**src/rtl/mem_req_arb_pkg.sv**
```systemverilog
// Shared memory-interface types for the request arbiter.
// Request buffers carry {we,tid,addr,parity}; return tags carry
// {rid,tid,ret_index,write,parity}; the memctrl command is {rid,tid,addr,we}.
package mem_req_arb_pkg;

    localparam int unsigned NTHREADIDMSB = 2;
    localparam int unsigned TID_W        = NTHREADIDMSB + 1;
    localparam int unsigned ADDR_W       = 32;
    localparam int unsigned DATA_W       = 64;
    localparam int unsigned IDX_LSB      = 6;   // 64-byte bursts
    localparam int unsigned IDX_W        = 6;

    localparam logic RID_IMEM = 1'b0;
    localparam logic RID_DMEM = 1'b1;

    typedef struct packed {
        logic clk;
    } iu_clk_type;

    typedef struct packed {
        logic              we;
        logic [TID_W-1:0]  tid;
        logic [ADDR_W-1:0] addr;
        logic              parity;
    } imem_req_addr_buf_type;

    typedef struct packed {
        logic              we;
        logic [TID_W-1:0]  tid;
        logic [ADDR_W-1:0] addr;
        logic              parity;
    } dmem_req_addr_buf_type;

    typedef logic [DATA_W-1:0] imem_req_data_buf_type;
    typedef logic [DATA_W-1:0] dmem_req_data_buf_type;
    typedef logic [DATA_W-1:0] cache_data_type;

    typedef struct packed {
        logic             rid;
        logic [TID_W-1:0] tid;
        logic [IDX_W-1:0] ret_index;
        logic             write;
        logic             parity;
    } mem_ret_buf_type;

    typedef struct packed {
        logic              rid;
        logic [TID_W-1:0]  tid;
        logic [ADDR_W-1:0] addr;
        logic              we;
    } mem_arb_cmd_type;

    // Even parity bit over the request header.
    function automatic logic req_parity(input logic we, input logic [TID_W-1:0] tid,
                                        input logic [ADDR_W-1:0] addr);
        return ^{we, tid, addr};
    endfunction

endpackage

```
**src/rtl/mem_ret_tag_fifo.sv**
```systemverilog
// Return-tag FIFO: DEPTH entries of mem_ret_buf_type, pointers wrap modulo
// DEPTH, full/empty derived from an occupancy count.
// Ports: clk, rst (sync, active-high), push/wdata, pop, head (entry at read
// pointer), full, empty.
module mem_ret_tag_fifo
    import mem_req_arb_pkg::*;
#(
    parameter int unsigned DEPTH = 8
) (
    input  logic            clk,
    input  logic            rst,
    input  logic            push,
    input  mem_ret_buf_type wdata,
    input  logic            pop,
    output mem_ret_buf_type head,
    output logic            full,
    output logic            empty
);

    localparam int unsigned PW = (DEPTH > 1) ? $clog2(DEPTH) : 1;
    localparam int unsigned CW = $clog2(DEPTH + 1);

    mem_ret_buf_type ram [DEPTH];

    logic [PW-1:0] wr_ptr_q, wr_ptr_d;
    logic [PW-1:0] rd_ptr_q, rd_ptr_d;
    logic [CW-1:0] count_q, count_d;
    logic          do_push, do_pop;

    assign full    = (count_q == CW'(DEPTH));
    assign empty   = (count_q == '0);
    assign do_push = push && !full;
    assign do_pop  = pop && !empty;
    assign head    = ram[rd_ptr_q];

    // Pointer wrap and occupancy update.
    always_comb begin
        wr_ptr_d = wr_ptr_q;
        rd_ptr_d = rd_ptr_q;
        count_d  = count_q;
        if (do_push) begin
            wr_ptr_d = (wr_ptr_q == PW'(DEPTH - 1)) ? '0 : wr_ptr_q + PW'(1);
        end
        if (do_pop) begin
            rd_ptr_d = (rd_ptr_q == PW'(DEPTH - 1)) ? '0 : rd_ptr_q + PW'(1);
        end
        case ({do_push, do_pop})
            2'b10:   count_d = count_q + CW'(1);
            2'b01:   count_d = count_q - CW'(1);
            default: count_d = count_q;
        endcase
    end

    always_ff @(posedge clk) begin
        if (rst) begin
            wr_ptr_q <= '0;
            rd_ptr_q <= '0;
            count_q  <= '0;
        end else begin
            wr_ptr_q <= wr_ptr_d;
            rd_ptr_q <= rd_ptr_d;
            count_q  <= count_d;
        end
    end

    // Storage array, no reset (maps to distributed RAM).
    always_ff @(posedge clk) begin
        if (do_push) begin
            ram[wr_ptr_q] <= wdata;
        end
    end

endmodule

```
**src/rtl/mem_req_arb.sv**
```systemverilog
// Memory request arbiter: round-robins imem/dmem requests into one memctrl
// command stream under credit flow control, tags each command, and steers
// in-order memctrl results back to the requestor.
// Ports: gclk (gclk.clk only clock), rst (sync, active-high); i_/d_req_*
// request side with combinational *_req_ready; mc_req_* registered command;
// mc_credit credit pulses; mc_res_* results; i_/d_ret_valid, ret_* registered
// return; err sticky error.
// Optional feature: define MEMARB_PARITY_CHK_EN to check request parity and
// drop bad requests.
module mem_req_arb
    import mem_req_arb_pkg::*;
#(
    parameter int unsigned NCREDIT  = 4,
    parameter int unsigned TAGDEPTH = 8
) (
    input  iu_clk_type            gclk,
    input  logic                  rst,
    input  logic                  i_req_valid,
    input  imem_req_addr_buf_type i_req,
    input  imem_req_data_buf_type i_req_data,
    output logic                  i_req_ready,
    input  logic                  d_req_valid,
    input  dmem_req_addr_buf_type d_req,
    input  dmem_req_data_buf_type d_req_data,
    output logic                  d_req_ready,
    output logic                  mc_req_valid,
    output mem_arb_cmd_type       mc_req,
    output dmem_req_data_buf_type mc_req_data,
    input  logic                  mc_credit,
    input  logic                  mc_res_valid,
    input  cache_data_type        mc_res_data,
    output logic                  i_ret_valid,
    output logic                  d_ret_valid,
    output logic [NTHREADIDMSB:0] ret_tid,
    output logic                  ret_write,
    output cache_data_type        ret_data,
    output logic                  err
);

    localparam int unsigned CW = $clog2(NCREDIT + 1);

    logic clk;
    assign clk = gclk.clk;

    logic [CW-1:0]         credit_q, credit_d;
    logic                  rr_last_q, rr_last_d;
    logic                  mc_req_valid_q, mc_req_valid_d;
    mem_arb_cmd_type       mc_req_q, mc_req_d;
    dmem_req_data_buf_type mc_req_data_q, mc_req_data_d;
    logic                  i_ret_valid_q, i_ret_valid_d;
    logic                  d_ret_valid_q, d_ret_valid_d;
    logic [TID_W-1:0]      ret_tid_q, ret_tid_d;
    logic                  ret_write_q, ret_write_d;
    cache_data_type        ret_data_q, ret_data_d;
    logic                  err_q, err_d;

    logic            i_par_bad, d_par_bad;
    logic            i_drop, d_drop;
    logic            can_issue, i_elig, d_elig;
    logic            i_grant, d_grant, grant;
    logic            credit_ovf;
    logic            tag_full, tag_empty, tag_pop;
    mem_ret_buf_type tag_wdata, tag_head;
    logic            unused_tag_bits;

`ifdef MEMARB_PARITY_CHK_EN
    assign i_par_bad = (i_req.parity != req_parity(i_req.we, i_req.tid, i_req.addr));
    assign d_par_bad = (d_req.parity != req_parity(d_req.we, d_req.tid, d_req.addr));
`else
    assign i_par_bad = 1'b0;
    assign d_par_bad = 1'b0;
`endif

    // Eligibility and round-robin grant; a tie goes to the side that did not win last.
    always_comb begin
        can_issue = !rst && (credit_q != '0) && !tag_full;
        i_elig    = i_req_valid && !i_par_bad && can_issue;
        d_elig    = d_req_valid && !d_par_bad && can_issue;
        i_grant   = i_elig && (!d_elig || (rr_last_q == RID_DMEM));
        d_grant   = d_elig && (!i_elig || (rr_last_q == RID_IMEM));
    end

    // Bad-parity requests are acknowledged and discarded.
    assign i_drop      = !rst && i_req_valid && i_par_bad;
    assign d_drop      = !rst && d_req_valid && d_par_bad;
    assign grant       = i_grant || d_grant;
    assign i_req_ready = i_grant || i_drop;
    assign d_req_ready = d_grant || d_drop;
    assign tag_pop     = mc_res_valid && !tag_empty;

    always_comb begin
        if (d_grant) begin
            tag_wdata = '{rid: RID_DMEM, tid: d_req.tid,
                          ret_index: d_req.addr[IDX_LSB +: IDX_W],
                          write: d_req.we, parity: d_req.parity};
        end else begin
            tag_wdata = '{rid: RID_IMEM, tid: i_req.tid,
                          ret_index: i_req.addr[IDX_LSB +: IDX_W],
                          write: i_req.we, parity: i_req.parity};
        end
    end

    mem_ret_tag_fifo #(
        .DEPTH (TAGDEPTH)
    ) u_tag_fifo (
        .clk   (clk),
        .rst   (rst),
        .push  (grant),
        .wdata (tag_wdata),
        .pop   (tag_pop),
        .head  (tag_head),
        .full  (tag_full),
        .empty (tag_empty)
    );

    // Command, credit, return and error next-state.
    always_comb begin
        credit_d       = credit_q;
        rr_last_d      = rr_last_q;
        mc_req_valid_d = grant;
        mc_req_d       = mc_req_q;
        mc_req_data_d  = mc_req_data_q;
        i_ret_valid_d  = 1'b0;
        d_ret_valid_d  = 1'b0;
        ret_tid_d      = ret_tid_q;
        ret_write_d    = ret_write_q;
        ret_data_d     = ret_data_q;
        credit_ovf     = 1'b0;

        if (i_grant) begin
            mc_req_d      = '{rid: RID_IMEM, tid: i_req.tid, addr: i_req.addr, we: i_req.we};
            mc_req_data_d = i_req_data;
            rr_last_d     = RID_IMEM;
        end else if (d_grant) begin
            mc_req_d      = '{rid: RID_DMEM, tid: d_req.tid, addr: d_req.addr, we: d_req.we};
            mc_req_data_d = d_req_data;
            rr_last_d     = RID_DMEM;
        end

        // A credit and a grant in the same cycle cancel out.
        case ({mc_credit, grant})
            2'b10: begin
                if (credit_q == CW'(NCREDIT)) begin
                    credit_ovf = 1'b1;
                end else begin
                    credit_d = credit_q + CW'(1);
                end
            end
            2'b01:   credit_d = credit_q - CW'(1);
            default: credit_d = credit_q;
        endcase

        if (mc_res_valid) begin
            ret_data_d = mc_res_data;
        end
        if (tag_pop) begin
            i_ret_valid_d = (tag_head.rid == RID_IMEM);
            d_ret_valid_d = (tag_head.rid == RID_DMEM);
            ret_tid_d     = tag_head.tid;
            ret_write_d   = tag_head.write;
        end

        err_d = err_q || credit_ovf || (mc_res_valid && tag_empty) || i_drop || d_drop;
    end

    always_ff @(posedge clk) begin
        if (rst) begin
            credit_q       <= CW'(NCREDIT);
            rr_last_q      <= RID_DMEM;
            mc_req_valid_q <= 1'b0;
            mc_req_q       <= '0;
            mc_req_data_q  <= '0;
            i_ret_valid_q  <= 1'b0;
            d_ret_valid_q  <= 1'b0;
            ret_tid_q      <= '0;
            ret_write_q    <= 1'b0;
            ret_data_q     <= '0;
            err_q          <= 1'b0;
        end else begin
            credit_q       <= credit_d;
            rr_last_q      <= rr_last_d;
            mc_req_valid_q <= mc_req_valid_d;
            mc_req_q       <= mc_req_d;
            mc_req_data_q  <= mc_req_data_d;
            i_ret_valid_q  <= i_ret_valid_d;
            d_ret_valid_q  <= d_ret_valid_d;
            ret_tid_q      <= ret_tid_d;
            ret_write_q    <= ret_write_d;
            ret_data_q     <= ret_data_d;
            err_q          <= err_d;
        end
    end

    // Index and parity travel with the tag for downstream fill logic; not needed here.
    assign unused_tag_bits = ^{tag_head.ret_index, tag_head.parity};

    assign mc_req_valid = mc_req_valid_q;
    assign mc_req       = mc_req_q;
    assign mc_req_data  = mc_req_data_q;
    assign i_ret_valid  = i_ret_valid_q;
    assign d_ret_valid  = d_ret_valid_q;
    assign ret_tid      = ret_tid_q;
    assign ret_write    = ret_write_q;
    assign ret_data     = ret_data_q;
    assign err          = err_q;

endmodule

```
**config.mk**
```make
export PLATFORM = sky130hd
export DESIGN_NAME = mem_req_arb
export DESIGN_NICKNAME = d
export VERILOG_FILES = /design/src/rtl/mem_req_arb_pkg.sv /design/src/rtl/mem_ret_tag_fifo.sv /design/src/rtl/mem_req_arb.sv
export SDC_FILE = /design/constraint.sdc
export NUM_CORES = 1
export LEC_CHECK = 0
export CORE_AREA = 2 2 173 175
export DETAILED_ROUTE_END_ITERATION = 10
export DIE_AREA = 0 0 175 177
export PLACE_DENSITY = 0.69
export SLEW_MARGIN = 0
export SYNTH_ARGS = -nofsm -noshare
export SYNTH_HDL_FRONTEND = slang
export SYNTH_SLANG_ARGS = --single-unit
```
**constraint.sdc**
```tcl
create_clock -name gclk -period 3.1 [get_ports gclk]
set_input_delay 0.62 -clock gclk [delete_from_list [all_inputs] [get_ports gclk]]
set_output_delay 0.62 -clock gclk [all_outputs]
set_load 0.01 [all_outputs]
```
==> results of run 1 <==
[logic make-up after synthesis]
group / count (synthesis) / synth area share
compound gates: 226 / 0.1647
simple gates: 319 / 0.1396
xor+xnor: 4 / 0.003712
fa+ha+maj: 8 / 0.01140
buf+inv: 87 / 0.04533
flops: 230 / 0.5302
mux: 86 / 0.1051
[metrics by stage]
step | power, W | util | cells | setup WS, ns | hold WS, ns
after global routing | 0.009943 | 0.5162 | 1784 | 0.1187 | 0.4215
after CTS | 0.009587 | 0.5159 | 1784 | 0.1511 | 0.3982
after global placement | 0.006322 | 0.4856 | 1736 | 0.1336 | 0.4709
after floorplan | 0.005061 | - | 960 | 0.03881 | 0.4541
final | 0.009475 | 0.5162 | 1784 | 0.1886 | 0.4156
after detailed placement | 0.006375 | 0.4856 | 1736 | 0.1053 | 0.4793
[per-layer routing]
layer	global-route usage	part of all wire	vias to the layer above
li1	-	-	4208
met1	0.2101	0.38	3987
met2	0.3266	0.49	342
met3	0.05477	0.081	75
met4	0.08090	0.045	0
met5	0	0	-
[flip-flops by register name (all words and copies together) (netlist names), named ones only]
register and flops:
credit_q 3, d_ret_valid 1, err 1, i_ret_valid 1, mc_req 37, mc_req_data 64, mc_req_valid 1, ret_data 64
ret_tid 3, ret_write 1, rr_last_q 1, u_tag_fifo.count_q 4, u_tag_fifo.ram 40, u_tag_fifo.rd_ptr_q 3, u_tag_fifo.wr_ptr_q 3
[worst reg2reg max path, cell delays in order (launching register included)]
cell and delay (ns):
dfxtp_1 0.32, buf_4 0.16, or4b_4 0.58, and3_4 0.21, clkinv_4 0.06, ha_1 0.25, xor2_1 0.10, ha_1 0.20
a21oi_1 0.17, xor2_1 0.11, or3_1 0.31, a21oi_1 0.14
[cell usage after synthesis, drive strengths merged, types with 6 or more instances]
cell	n	area [µm²]
inv	7	26.27
buf	24	186.4
o21ai	6	30.03
nand2	109	409.1
nor2	171	641.9
edfxtp	40	1201
dfxtp	190	3804
mux2i	71	710.7
a21oi	112	598.1
ha	7	87.58
a211oi	96	820.8
mux4	10	225.2
clkbuf	55	206.5
[power groups by stage]
stage	Clock [W]	Combinational, W	Sequential [W]
after floorplan	0	0.00126	0.00380
after global placement	0	0.00262	0.00371
after detailed placement	0	0.00265	0.00372
after CTS	0.00326	0.00267	0.00366
after global routing	0.00337	0.00286	0.00371
final	0.00317	0.00264	0.00366
[cell type report]
class                      instances  area [µm²]  area share
inverter                           8       36.28    0.002404
sequential                       230        5005      0.3316
timing repair buffer             465        4649      0.3080
tap                              390       488.0     0.03233
multi-input combinational        643        4029      0.2669
clock inverter                    15       190.2     0.01260
clock buffer                      33       696.9     0.04617
[worst min-delay path by stage]
stage,end,slack [ns],depth (start not counted)
after floorplan,register,0.45,2
after global placement,u_tag_fifo.rd_ptr_q[1]$_SDFFE_PP0P_,0.47,2
after detailed placement,ret_data[25]$_SDFFE_PP0P_,0.48,2
after CTS,mc_req_data[41]$_SDFFE_PP0N_,0.40,2
after global routing,mc_req_data[30]$_SDFFE_PP0N_,0.42,2
final,mc_req_data[28]$_SDFFE_PP0N_,0.42,2
[repair_timing]
action	4_1_cts	5_1_grt
endpoints found under the setup margin	1	2
buffers inserted	0	0
cloned	0	0
resized for setup	1	1
==> out/qor.yml, run 1 <==
power:
  p_leak_nw: 5.854
  power_frac_comb: 0.278
  p_int_w: 0.006723
  pwr-share-seq: 0.387
  vdd_drop_max_v: 0.0003732
  clkPwrFrac: 0.335
  p_per_area_mw_per_mm2: 627.7
  p_sw_w: 0.002752
  swShare: 0.2905
grt:
  first_global_vias: 8391
  grt_usage: 0.1861
  antenna_found_initial: 0
  grt_max_degree: 143
  grt_pass1_wl_mm: 45.91
  grt-ovfl-total: 0
critical_path:
  path_class: "reg2out"
  cp_data_arrival_time_ns: 2.29
  slowest_stage: "or4b_4"
  worstPathMaxFanout: 8
  crit_start: "u_tag_fifo.count_q[1]$_SDFFE_PP0P_"
  r2r_start: "u_tag_fifo.count_q[1]$_SDFFE_PP0P_"
  worstSetupPathDepth: 5
  crit_path_end_kind: "output port"
  worst-endpoint-required_ns: 2.48
  crit_buf_inv: 3
  crit_chain: "buf_4 > or4b_4 > nand4_4 > clkinv_2 > clkdlybuf4s50_1"
  cp-endpoint: "i_req_ready"
  reg2reg_slack_ns: 0.43
  r2r_end: "u_tag_fifo.count_q[2]$_SDFFE_PP0P_"
  critPathLaunchType: "register"
  ff2ff_path_depth: 11
  cpPeakStageDelay_ns: 0.58
  path_delay_family: "buffers and inverters"
floorplan:
  fp.dieH_um: 177
  initial_core_util: 0.3228
  fp.coreArea_mm2: 0.02924
  rows: 63
  dieArea_mm2: 0.03098
  dieWidth_um: 175
  io_pins: 447
drt:
  wl_mm: 30.63
  drtIter0Drc: 412
  drc_errors: 0
  vias: 8612
  viasPerCell: 4.827
  post_drt_wl_per_cell_um: 17.17
  ant_nets: 0
  dr.pass1.iters: 5
clock_tree:
  clock_tree.buffer_depth: 3
  ctsHoldBuffers: 0
  clkSlewWorstSetupHoldPaths_ns: 0.06
  cts_root_buf: "clkbuf_16"
  worstSkewPairLatency_ns: 0.54
  clock-sinks: 230
  cts_made_buffers: 26
  cts_tree: "built"
  h-tree-depth: 1
sta:
  fmax_mhz: 343.5
  min_period_ns: 2.911
  rsz0062_at_grt: "no"
  setup_violations: 0
  min_period_over_period: 0.9392
  slew_violations: 0
  clock_skew_ns: 0.01472
  setup_tns_ns: 0
  hold_violations: 0
  timing.slew.headroom: 0.2811
  tightest_slew_ns: 1.078
logic_synthesis:
  synth-edff-count: 40
  synth.distinct_cells: 52
  netlist_instances: 960
  postSynth.asyncResetShare: 0
  ys.flop_type: "dfxtp_1"
  syn_area_per_cell_um2: 9.834
  synth_area_mm2: 0.009440
  syn-num-nets: 1240
  synth_seq_cells: 230
  yosys_warnings: 0
  ys_seq_area_frac: 0.5302
layout:
  syn_to_final_growth_pct: 59.89
  diodes: 0
  final_nets: 1654
  fillCellCount: 2669
  design_area_mm2: 0.01509
  mostFrequentLayoutCell: "clkdlybuf4s50_1"
  drive_gt1_frac: 0.08465
  mostFrequentLayoutCells: "clkdlybuf4s50_1 (441), dfxtp_1 (190), nor2_1 (171)"
run:
  drv_cap: 0
hold_path:
  holdCritPathClass: "in2reg"
  worstHoldStart: "rst"
placement:
  dp_hpwl_mm: 21.59
  postPlaceCellArea_mm2: 0.01420
  io_buffers: 444
  gp_congestion: 0.7973
run_status:
  status: "finished, final reports clean"
Power figures use the tool's default switching activity.
==> inputs of run 2 (changes only) <==
Settings changed: SKIP_CTS_REPAIR_TIMING from default to 1.
Clock period 3.1 ns to 2.5 ns, I/O delays scaled along.
==> out/qor.yml, run 2 (synthesized netlist as in run 1, its figures left out) <==
critical_path:
  cp_data_arrival_time_ns: 1.95
  worst-endpoint-required_ns: 2.00
  cp-endpoint: "d_req_ready"
  critPathLaunchType: "register"
  reg2reg_slack_ns: 0.17
  r2r_end: "credit_q[0]$_SDFFE_PP0P_"
  ff2ff_path_depth: 6
  path_class: "reg2out"
  crit_start: "u_tag_fifo.count_q[0]$_SDFFE_PP0P_"
  worstPathMaxFanout: 5
  r2r_start: "u_tag_fifo.count_q[0]$_SDFFE_PP0P_"
  crit_path_end_kind: "output port"
clock_tree:
  cts_made_buffers: 26
  cts_root_buf: "clkbuf_16"
  clock_tree.buffer_depth: 3
  cts_tree: "built"
  clkSlewWorstSetupHoldPaths_ns: 0.06
  worstSkewPairLatency_ns: 0.53
  h-tree-depth: 1
  clock-sinks: 230
layout:
  design_area_mm2: 0.01529
  mostFrequentLayoutCells: "clkdlybuf4s50_1 (440), dfxtp_1 (189), nor2_1 (171)"
  stdcell_count: 1806
  final_nets: 1678
  diodes: 0
  syn_to_final_growth_pct: 62.00
  mostFrequentLayoutCell: "clkdlybuf4s50_1"
  drive_gt1_frac: 0.1052
  fillCellCount: 2647
placement:
  place_inst: 1760
  dp_slack_ns: -0.1892
  postPlaceCellArea_mm2: 0.01443
  io_buffers: 444
  gp_congestion: 0.8270
  dp_hpwl_mm: 22.56
drt:
  drc_errors: 0
  drtIter0Drc: 457
  dr.pass1.iters: 4
  wl_mm: 31.00
  post_drt_wl_per_cell_um: 17.17
  viasPerCell: 4.779
  ant_nets: 0
  vias: 8630
sta:
  timing.slew.headroom: 0.5123
  fmax_mhz: 408.1
  min_period_over_period: 0.9801
  clock_skew_ns: 0.01386
  setup_slack_ns: 0.04986
  slew_violations: 0
  setup_violations: 0
  hold_violations: 0
  min_period_ns: 2.450
  tightest_slew_ns: 0.7316
  whs_ns: 0.3306
  rsz0062_at_grt: "yes"
run_status:
  status: "finished, final reports clean"
run:
  drv_cap: 0
grt:
  grt_max_degree: 135
  antenna_found_initial: 0
  grt_pass1_wl_mm: 46.42
  grt-ovfl-total: 0
  grt_usage: 0.1886
  first_global_vias: 8451
floorplan:
  initial_core_util: 0.3228
  fp.coreArea_mm2: 0.02924
  dieWidth_um: 175
  rows: 63
  dieArea_mm2: 0.03098
  io_pins: 447
  fp.dieH_um: 177
power:
  vdd_drop_max_v: 0.0005224
  p_per_area_mw_per_mm2: 769.8
  p_leak_nw: 5.967
hold_path:
  holdCritPathClass: "in2reg"
-- run 2: power by group --
group	leakage [nW]	internal, W	total [W]	switching, W
sequential	1.93	0.00424	0.00450	0.000265
combinational	3.62	0.00181	0.00343	0.00162
clock	0.414	0.00229	0.00383	0.00155
total	5.97	0.00834	0.0118	0.00344
-- run 2: how the worst min path moves through the flow --
stage,cells past startpoint,endpoint,slack [ns],from
2_1_floorplan,2,register,0.45,u_tag_fifo.rd_ptr_q[1]$_SDFFE_PP0P_
3_5_place_dp,2,u_tag_fifo.rd_ptr_q[1]$_SDFFE_PP0P_,0.48,u_tag_fifo.rd_ptr_q[1]$_SDFFE_PP0P_
4_1_cts,3,u_tag_fifo.wr_ptr_q[0]$_SDFFE_PP0P_,0.31,rst
5_1_grt,3,u_tag_fifo.wr_ptr_q[1]$_SDFFE_PP0P_,0.32,rst
6_report,3,u_tag_fifo.wr_ptr_q[1]$_SDFFE_PP0P_,0.33,rst
3_3_place_gp,2,u_tag_fifo.rd_ptr_q[2]$_SDFFE_PP0P_,0.47,u_tag_fifo.rd_ptr_q[2]$_SDFFE_PP0P_
-- run 2: area by class of cell --
| cell class | instances | area, µm² | area share |
|---|---|---|---|
| repair buffers | 489 | 4828 | 0.3157 |
| flip-flops and latches | 230 | 5009 | 0.3275 |
| clock inverters | 12 | 121.4 | 0.007936 |
| inverters | 8 | 43.79 | 0.002863 |
| well taps | 390 | 488.0 | 0.03191 |
| multi-input cells | 643 | 4061 | 0.2656 |
| clock buffers | 34 | 742.0 | 0.04852 |
-- run 2: metrics by stage --
step / total power (W) / setup TNS (ns) / utilization
after floorplan: 0.006328 / -0.7404 / -
after global placement: 0.007984 / -0.9073 / 0.4934
after detailed placement: 0.008039 / -2.435 / 0.4934
after CTS: 0.01193 / -0.6015 / 0.5229
after global routing: 0.01237 / -0.02164 / 0.5230
final: 0.01177 / 0 / 0.5230
-- run 2: worst max-delay path, cell delays in order, from the launching register on --
cell and delay (ns):
dfxtp_1 0.31, or4b_4 0.60, and4_1 0.22, and2_1 0.16, clkbuf_2 0.14
-- run 2: layer usage --
layer,track usage,part of all wire,vias to the layer above
li1,-,-,4251
met1,0.2125,0.39,4015
met2,0.3375,0.50,310
met3,0.05520,0.080,54
met4,0.06979,0.033,0
met5,0,0,-
==> RTL edit (config.mk and constraints of run 1) <==
Set the package constant `ADDR_W` to 64 (it was 32).
--- a/src/rtl/mem_req_arb_pkg.sv
+++ b/src/rtl/mem_req_arb_pkg.sv
@@ -5,7 +5,7 @@
 
     localparam int unsigned NTHREADIDMSB = 2;
     localparam int unsigned TID_W        = NTHREADIDMSB + 1;
-    localparam int unsigned ADDR_W       = 32;
+    localparam int unsigned ADDR_W       = 64;
     localparam int unsigned DATA_W       = 64;
     localparam int unsigned IDX_LSB      = 6;   // 64-byte bursts
     localparam int unsigned IDX_W        = 6;
Interface: changed (resized d_req, i_req and mc_req); port bits go from 447 to 543. No check against the original RTL was run, so the function may have changed too.
==> RTL edit against run 1 <==
- register-to-register slack worse by 90 ps
- fmax shrank 0.20%
- final cell count up 15%
- non-clock buffer count grew 103
- combinational power up 22%
- global-route usage is 7.3 points higher
- sequential cell count increased by 32
- power increased by 16%
- worst setup slack worse by 5.8 ps
- area after synthesis rose by 18%
- routed wire length is 40% higher
- cell area grew 17%
- die area is the same
- critical path type unchanged
- critical endpoint unchanged
==> RTL edit: results (changes against run 1) <==
Largest stage delay, worst path=580 ps (about the same); Hold WC Path Type=flip-flop to flip-flop; number of synthesized flops with an enable pin=40 (unchanged); routability congestion estimate=0.8847 (+11%); largest net degree at the start of global routing=130 (-9.1%); status=finished, final reports clean; # diodes=0 (unchanged); first-pass GRT wire length=62,920 um (+37%); Worst-Skew Late Latency=550 ps; Max Root-Sink Buffers=3 (unchanged); post-CTS sizing=1 (unchanged); HPWL Detailed=30,270 um (+40%); largest cells by area after synthesis=dfxtp_1, edfxtp_1, a211oi_1; met3 wire len=3636 um (+46%); Final nets=1,982 (+20%); slowest cell on the critical path=or4b_4; max reg flops=69; Cell Area, Placed=16,710 um^2 (+18%); initial antenna violation count=0 (unchanged); initial drt markers=816 (+98%); number of global-route vias before repair=10.36k (+23%); TritonCTS buffer count=28 (+7.7%); worst ir drop on vdd=485.9 uV (+30%); Pleak=6.518 nW (+11%); highest routed layer=met4; worst-margin pin slew=1076 ps (-2.810 ps); number of H-tree levels=1 (unchanged); Seq/Total Area, Yosys=50.87% (-2.1 points); PortBufs=540 (+22%); FF-to-FF setup slack=340 ps (-90 ps); CTS root buffer=clkbuf_16; FF-to-FF Start=u_tag_fifo.count_q[0]; crit path launch=u_tag_fifo.count_q[1]; Post-synth top cells=dfxtp_1, nor2_1, o21ai_0; layout cells sized above 1=5.843% (-2.6 points); Total Routing Usage GR=25.96% (+7.3 points); met1 WL=16,570 um (+42%); Synth cell types=46 (-12%); arrival time worst endpoint=2300 ps; Worst Hold Depth=2 (unchanged); Final Skew=20.52 ps (+5.806 ps); routed wl met2=21,030 um (+39%); Synth Net Count=1,511 (+22%); vias=11.06k (+28%); Post-CTS Setup Inserts=0 (unchanged); clock edge transition at the registers on the reported setup and hold paths=60 ps (about the same); Max Fanout on Critical Path=9 (+1); Yosys warning count=0 (unchanged); DRT Wirelength=42,770 um (+40%); min-delay src=ret_data[2]; FMAX=0.3428 GHz (-0.20%); asr flop ratio synth=0% (unchanged); drt pass-1 iters=5 (unchanged); R2R cell count=9 (-2); pre-CTS setup slack=51.65 ps (-53.61 ps)
-- RTL edit: critical path, delay by kind of cell (launching register included) --
kind,cells,cell delay [ps]
and+or+nand+nor,3,860
DFF,1,390
buffers and inverters,1,510
-- RTL edit: path summary, 6_finish.rpt --
path | end
worst max-delay path | i_req_ready
worst min-delay path | ret_data[2]
worst max register to register | u_tag_fifo.count_q[2]
worst min register to register | ret_data[2]
-- RTL edit: per-stage QoR --
step / std cells / power [mW] / utilization [%] / hold WS (ps)
after floorplan: 1167 / 5.831 / - / 454.1
after global placement: 1998 / 7.420 / 57.13 / 471.5
after detailed placement: 1998 / 7.477 / 57.13 / 476.1
after CTS: 2050 / 11.08 / 60.55 / 487.3
after global routing: 2050 / 11.52 / 60.55 / 502.2
final: 2050 / 10.98 / 60.55 / 488.7
-- RTL edit: layout make-up --
class	count	area [um^2]
fill	2493	11540
timing repair buffer	568	5688
sequential	262	5645
multi-input combinational	772	4861
clock buffer	46	890.9
tap	390	488.0
clock inverter	6	110.1
inverter	6	25.02
-- RTL edit: cell families after synthesis --
logic type / after synthesis / share of synthesized area (%)
buf+inv: 133 / 5.480
xor+xnor: 4 / 0.3158
simple gates: 255 / 9.742
fa+ha+maj: 8 / 0.9696
mux: 87 / 9.031
compound gates: 418 / 23.59
flops: 262 / 50.87
-- RTL edit: routing by layer --
| metal | vias up | track usage, % |
|---|---|---|
| li1 | 5250 | - |
| met1 | 5241 | 31.34 |
| met2 | 486 | 44.40 |
| met3 | 79 | 6.851 |
| met4 | 0 | 9.826 |
| met5 | - | 0 |
-- RTL edit: power by group --
group	internal [mW]	leakage (nW)	switching, mW
registers	3.90	2.20	0.288
logic	1.65	3.84	1.56
clock network	2.20	0.483	1.38
total	7.75	6.52	3.23
